===== config.mk =====
export PLATFORM = sky130hd
export DESIGN_NAME = if_prefetch_buf
export DESIGN_NICKNAME = d
export VERILOG_FILES = /design/src/rtl/if_prefetch_buf_pkg.sv /design/src/rtl/if_prefetch_buf_fifo.sv /design/src/rtl/if_prefetch_buf.sv
export SDC_FILE = /design/constraint.sdc
export NUM_CORES = 1
export LEC_CHECK = 0
export ABC_AREA = 1
export CAP_MARGIN = 20
export CELL_PAD_IN_SITES_DETAIL_PLACEMENT = 0
export CELL_PAD_IN_SITES_GLOBAL_PLACEMENT = 2
export CORE_ASPECT_RATIO = 0.7
export CORE_MARGIN = 3
export CORE_UTILIZATION = 35
export DETAILED_ROUTE_END_ITERATION = 10
export PLACE_DENSITY_LB_ADDON = 0.1
export SYNTH_ARGS = -nofsm -noshare
export SYNTH_HDL_FRONTEND = slang
export SYNTH_SLANG_ARGS = --single-unit

===== constraint.sdc =====
create_clock -name clk -period 5.95 [get_ports clk]
set_input_delay 1.19 -clock clk [delete_from_list [all_inputs] [get_ports clk]]
set_output_delay 1.19 -clock clk [all_outputs]
set_load 0.03 [all_outputs]

===== src/rtl/if_prefetch_buf_pkg.sv =====
// Shared types for the instruction prefetch buffer and its request/response
// interfaces to instruction memory.
package if_prefetch_buf_pkg;

  typedef struct packed {
    logic        req;
    logic [31:0] addr;
  } type_if2imem_s;

  typedef struct packed {
    logic        gnt;
    logic        rvalid;
    logic [31:0] rdata;
  } type_imem2if_s;

  typedef struct packed {
    logic [31:0] pc;
    logic [31:0] instr;
  } type_pf_entry_s;

  localparam logic [31:0] INSTR_NOP = 32'h0000_0013;

endpackage


===== src/rtl/if_prefetch_buf_fifo.sv =====
// Synchronous FIFO of prefetched {pc, instr} entries with flush.
// The head reads as zero while empty.
module pf_sync_fifo
  import if_prefetch_buf_pkg::*;
#(
  parameter int unsigned DEPTH = 4
) (
  input  logic                         clk,
  input  logic                         rst_n,
  input  logic                         clear,
  input  logic                         push,
  input  type_pf_entry_s               push_data,
  input  logic                         pop,
  output type_pf_entry_s               head,
  output logic                         valid,
  output logic [$clog2(DEPTH+1)-1:0]   count
);

  localparam int unsigned AW = $clog2(DEPTH);
  localparam int unsigned CW = $clog2(DEPTH+1);

  type_pf_entry_s  mem [DEPTH];
  logic [AW-1:0]   rd_ptr;
  logic [AW-1:0]   wr_ptr;
  logic            do_push;
  logic            do_pop;

  // A push into a full FIFO is accepted only when the head leaves in the same cycle.
  always_comb begin
    do_pop  = pop && (count != '0);
    do_push = push && ((count != CW'(DEPTH)) || do_pop);
    valid   = (count != '0);
    head    = valid ? mem[rd_ptr] : '0;
  end

  always_ff @(posedge clk) begin
    if (!rst_n || clear) begin
      rd_ptr <= '0;
      wr_ptr <= '0;
      count  <= '0;
    end else begin
      if (do_push) wr_ptr <= wr_ptr + AW'(1);
      if (do_pop)  rd_ptr <= rd_ptr + AW'(1);
      count <= count + CW'(do_push) - CW'(do_pop);
    end
  end

  always_ff @(posedge clk) begin
    if (do_push && !clear) mem[wr_ptr] <= push_data;
  end

endmodule


===== src/rtl/if_prefetch_buf.sv =====
// Instruction prefetch queue: issues sequential word fetches ahead of the core,
// buffers responses, and drops responses belonging to a redirected-away stream.
module if_prefetch_buf
  import if_prefetch_buf_pkg::*;
#(
  parameter int unsigned DEPTH           = 4,
  parameter int unsigned MAX_OUTSTANDING = 2,
  parameter logic [31:0] RESET_PC        = 32'h0000_0000
) (
  input  logic        clk,
  input  logic        rst_n,
  input  logic        redirect_i,
  input  logic [31:0] redirect_pc_i,
  input  logic        pf_ready_i,
  output logic        pf_valid_o,
  output logic [31:0] pf_instr_o,
  output logic [31:0] pf_pc_o,
  output logic        mem_req_o,
  output logic [31:0] mem_addr_o,
  input  logic        mem_gnt_i,
  input  logic        mem_rvalid_i,
  input  logic [31:0] mem_rdata_i
);

  localparam int unsigned OW = $clog2(MAX_OUTSTANDING+1);
  localparam int unsigned CW = $clog2(DEPTH+1);
  localparam int unsigned LW = CW + OW + 1;

  type_if2imem_s   imem_req;
  type_imem2if_s   imem_rsp;
  type_pf_entry_s  push_data;
  type_pf_entry_s  head;
  logic [31:0]     fetch_pc;
  logic [31:0]     resp_pc;
  logic [31:0]     redirect_pc;
  logic [OW-1:0]   outstanding;
  logic [OW-1:0]   outstanding_nxt;
  logic [OW-1:0]   discard;
  logic [CW-1:0]   count;
  logic [LW-1:0]   live;
  logic            run;
  logic            grant;
  logic            rvalid;
  logic            push;
  logic            head_valid;

  assign imem_rsp    = '{gnt: mem_gnt_i, rvalid: mem_rvalid_i, rdata: mem_rdata_i};
  assign redirect_pc = redirect_pc_i & 32'hFFFF_FFFC;

  // Space is reserved for every live (non-discarded) request so the FIFO cannot overflow.
  always_comb begin
    live            = LW'(count) + LW'(outstanding) - LW'(discard);
    imem_req.req    = run && !redirect_i && (live < LW'(DEPTH)) &&
                      (outstanding < OW'(MAX_OUTSTANDING));
    imem_req.addr   = fetch_pc;
    grant           = imem_req.req && imem_rsp.gnt;
    rvalid          = imem_rsp.rvalid && (outstanding != '0);
    push            = rvalid && (discard == '0) && !redirect_i;
    outstanding_nxt = outstanding + OW'(grant) - OW'(rvalid);
    push_data       = '{pc: resp_pc, instr: imem_rsp.rdata};
  end

  always_ff @(posedge clk) begin
    if (!rst_n) begin
      run         <= 1'b0;
      fetch_pc    <= RESET_PC;
      resp_pc     <= RESET_PC;
      outstanding <= '0;
      discard     <= '0;
    end else begin
      run         <= 1'b1;
      outstanding <= outstanding_nxt;
      if (redirect_i) begin
        fetch_pc <= redirect_pc;
        resp_pc  <= redirect_pc;
        discard  <= outstanding_nxt;
      end else begin
        if (grant) fetch_pc <= fetch_pc + 32'd4;
        if (push)  resp_pc  <= resp_pc + 32'd4;
        if (rvalid && (discard != '0)) discard <= discard - OW'(1);
      end
    end
  end

  always_ff @(posedge clk) begin
    if (rst_n) begin
      assert (!mem_rvalid_i || (outstanding != '0));
      assert (discard <= outstanding);
    end
  end

  pf_sync_fifo #(.DEPTH(DEPTH)) u_fifo (
    .clk       (clk),
    .rst_n     (rst_n),
    .clear     (redirect_i),
    .push      (push),
    .push_data (push_data),
    .pop       (pf_ready_i),
    .head      (head),
    .valid     (head_valid),
    .count     (count)
  );

  assign mem_req_o  = imem_req.req;
  assign mem_addr_o = imem_req.addr;
  assign pf_valid_o = head_valid;
  assign pf_pc_o    = head.pc;
  assign pf_instr_o = head.instr;

endmodule


==> results.md <==
* Met2 usage at 28.4%
* Total iterations of the first detailed-routing run at 5
* Vias in the first global route at 10500
* Inserted Diodes at 0
* Syn_area_per_cell at 9.24 um^2
* Placement Setup Slack at 1.66 ns
* Slew headroom at 31.6%
* Die area at 44600 um^2
* EDFF count, synth at 248
* DIE HEIGHT at 178 um
* I/O Buffers at 161
* CP endpoint kind: output pin
* Bufs and invs on worst path at 3
* Critical Path RT at 4.76 ns
* Slowest-stage cell, CP: clkdlybuf4s50_1
* Wire per inst at 18.5 um
* Die width at 251 um
* Slew Limit Fails at 0
* Synth Flop Type: edfxtp_1
* Post-synth ARST share at 0%
* Crit path time final at roughly 4.6 ns
* Setup-failing EPs final at 0
* Final Hold Fails at 0
* Met1 usage at between 20% and 30%
* Cts bufs inserted at 35
* Worst-path maximum fanout at between 40 and 50
* Leak at 6.25 nW
* Post-Synthesis Cell Area at 14700 um^2
* DP Wirelength at 26700 um
* Capturing point of the worst reg2reg path: discard[1]$_SDFFE_PN0P_
* Initial antenna violation count at 0
* # rows at 62
* Total Wirelength at roughly 43000 um
* # nets final at ~1800
* Final core utilization at between 40% and 50%
* Worst Tran Pin Value at just over 1 ns
* Post-CTS setup buffer count at 0
* Resized cells post-CTS at 0
* Remaining global-route overflow at 0
* Yosys cell types at 40
* Critical path, cell by cell: inv_2 -> buf_4 -> o21ai_0 -> a21oi_1 -> clkdlybuf4s50_1
* Total GRT Usage at 18.8%
* Clk root buf: clkbuf_16
* Largest net degree at the start of global routing at 96
* Startpoint types: flip-flop
* Post-synthesis sequential area ratio at 60.7%
* Final Cycle Share at 76.7%
* Crit Reg-Reg Startpoint: outstanding[1]$_SDFF_PN0_
* Fmax at 219 MHz
* DR DRC count at 0
* Pwr dens at 295 nW/um^2
* Vias post-DR at 11200
* WHS at 0.457 ns
* Fraction of layout cells with a size suffix above 1 at 6.59%
* Post-route setup TNS at 0 ns
* CTS tree: done
* Peak supply drop at 0.000211 V
* CTS max path bufs at 3
* First-pass GRT wire length at 64400 um
* Initial Utilization at 35.6%
* Arr. time, crit path at 3.37 ns
* 1st-iter DRT viols at 839
* CTS Sinks at 322
* Worst-path clk slew at 0.06 ns
* Core area at 41300 um^2
* Clock H-tree levels at 2
* CP Depth at 5
* Overall power at 5.30 mW
* Final worst slack at 1.39 ns
* Max-cap violations at 0
* Routing usage on met3 at approximately 2.8%
* Vias per cell at 4.88
* Hold Startpoint: u_fifo.rd_ptr[1]$_SDFFE_PP0P_
* Count of warnings emitted by yosys at 0
* HP Class: reg2reg
* Outcome: finished, final reports clean
* Crit-path max cell delay at 0.75 ns
* GRT busiest layer: met1
* R2r setup slk at 2.48 ns
* RD Place Congestion at ~0.83
* Hold depth at 2
* RSZ-0062 raised after global routing: no
* Cells on worst reg2reg path at 16
* Hold_buf cts at 0
* Top delay family on crit path: buffers and inverters
* Setup Skew at 0.0178 ns
* DRT antenna net count at 0
* Worst setup path class: reg2out
* Worst skew pair latency at 0.53 ns
* Num ports at 168
* Yosys reg bits at 322
* Syn Inst Count at approximately 1600
* P&R area growth vs syn at 22.0%
## worst register-to-register path: cells and delay by family, from the launching register on
kind	cells	cell delay, ns
buffers and inverters	4	0.69
AOI/OAI and AO/OA	2	0.24
DFF	1	0.42
xor gates and xnor gates	2	0.35
and+or+nand+nor	4	0.37
adders and majority gates	4	1.32
## cell type report
type / count / area [um^2]
Clock inverter: 18 / 154
Fill cell: 4032 / 23300
Timing Repair Buffer: 177 / 1780
Multi-Input combinational cell: 1088 / 5050
Inverter: 109 / 410
Sequential cell: 322 / 8930
Tap cell: 544 / 681
Clock buffer: 46 / 930
## registers in the layout, summed over array words and instances (netlist names), named ones only
| signal | cells |
|---|---|
| resp_pc | 30 |
| mem_addr_o | 30 |
| u_fifo.wr_ptr | 2 |
| u_fifo.count | 3 |
| u_fifo.mem | 248 |
| discard | 2 |
| run | 1 |
| outstanding | 2 |
| u_fifo.rd_ptr | 2 |
## cell usage in the layout (no fill, tap or decap), drive strengths merged, types with 7 or more instances in the layout
master and n:
a21oi 121, a31oi 7, clkdlybuf4s50 160, clkbuf 46, xor2 9, dfxtp 74
ha 15, nand4 9, inv 110, nand2 259, buf 17, o21ai 169
nor2 381, edfxtp 248, clkinv 15, nand3 89, o21bai 7
## cells by family (layout without fill, tap and decap cells)
family                     after synthesis  after routing  share of synthesized area (%)
buffers and inverters                  184            350                           5.23
DFF                                    322            322                           60.7
xor gates and xnor gates                13             13                          0.774
adders and majority gates               17             17                           1.55
other                                    1              4                         0.0255
and+or+nand+nor                        745            745                           20.6
AOI/OAI and AO/OA                      309            309                           11.1
## how the worst max path moves through the flow
stage                            start                          to  slack (ns)
after global routing         flip-flop                 pf_pc_o[14]        1.17
after CTS                    flip-flop                 pf_pc_o[14]        1.18
after floorplan           mem_rvalid_i  u_fifo.mem[0][0]$_DFFE_PP_        1.05
after global placement    mem_rvalid_i  u_fifo.count[2]$_SDFF_PP0_        1.64
after detailed placement  mem_rvalid_i  u_fifo.count[2]$_SDFF_PP0_        1.66
final                        flip-flop                 pf_pc_o[14]        1.39
## Yosys cell counts (9+ instances only)
master / instances / area share, %
a21oi_1: 112 / 3.8
buf_2: 12 / 0.41
ha_1: 15 / 1.3
nor2_2: 11 / 0.47
nand2_1: 252 / 6.4
inv_1: 101 / 2.6
o21ai_0: 163 / 5.5
edfxtp_1: 248 / 51
clkbuf_1: 47 / 1.2
nand4_1: 9 / 0.38
xor2_1: 9 / 0.54
a21oi_2: 9 / 0.54
nor2_1: 368 / 9.4
nand3_1: 87 / 3.0
dfxtp_1: 74 / 10
## per-stage QoR
stage / area, um^2 / cells
2_1_floorplan: 14700 / 1594
3_3_place_gp: 16800 / 2239
3_5_place_dp: 16800 / 2239
4_1_cts: 17900 / 2303
5_1_grt: 17900 / 2304
6_report: 17900 / 2304
## report_power, final
part,internal [mW],switching (mW),leakage [nW]
sequential,2.50,0.0852,2.86
combinational,0.225,0.411,2.86
clock,1.16,0.914,0.531
## routing by layer
| layer | vias up | wire, um |
|---|---|---|
| met3 | 35 | 1780 |
| met1 | 5366 | 21600 |
| met5 | - | 0 |
| met4 | 0 | 478 |
| met2 | 216 | 18700 |
| li1 | 5628 | - |
(Power assumes the default switching activity.)
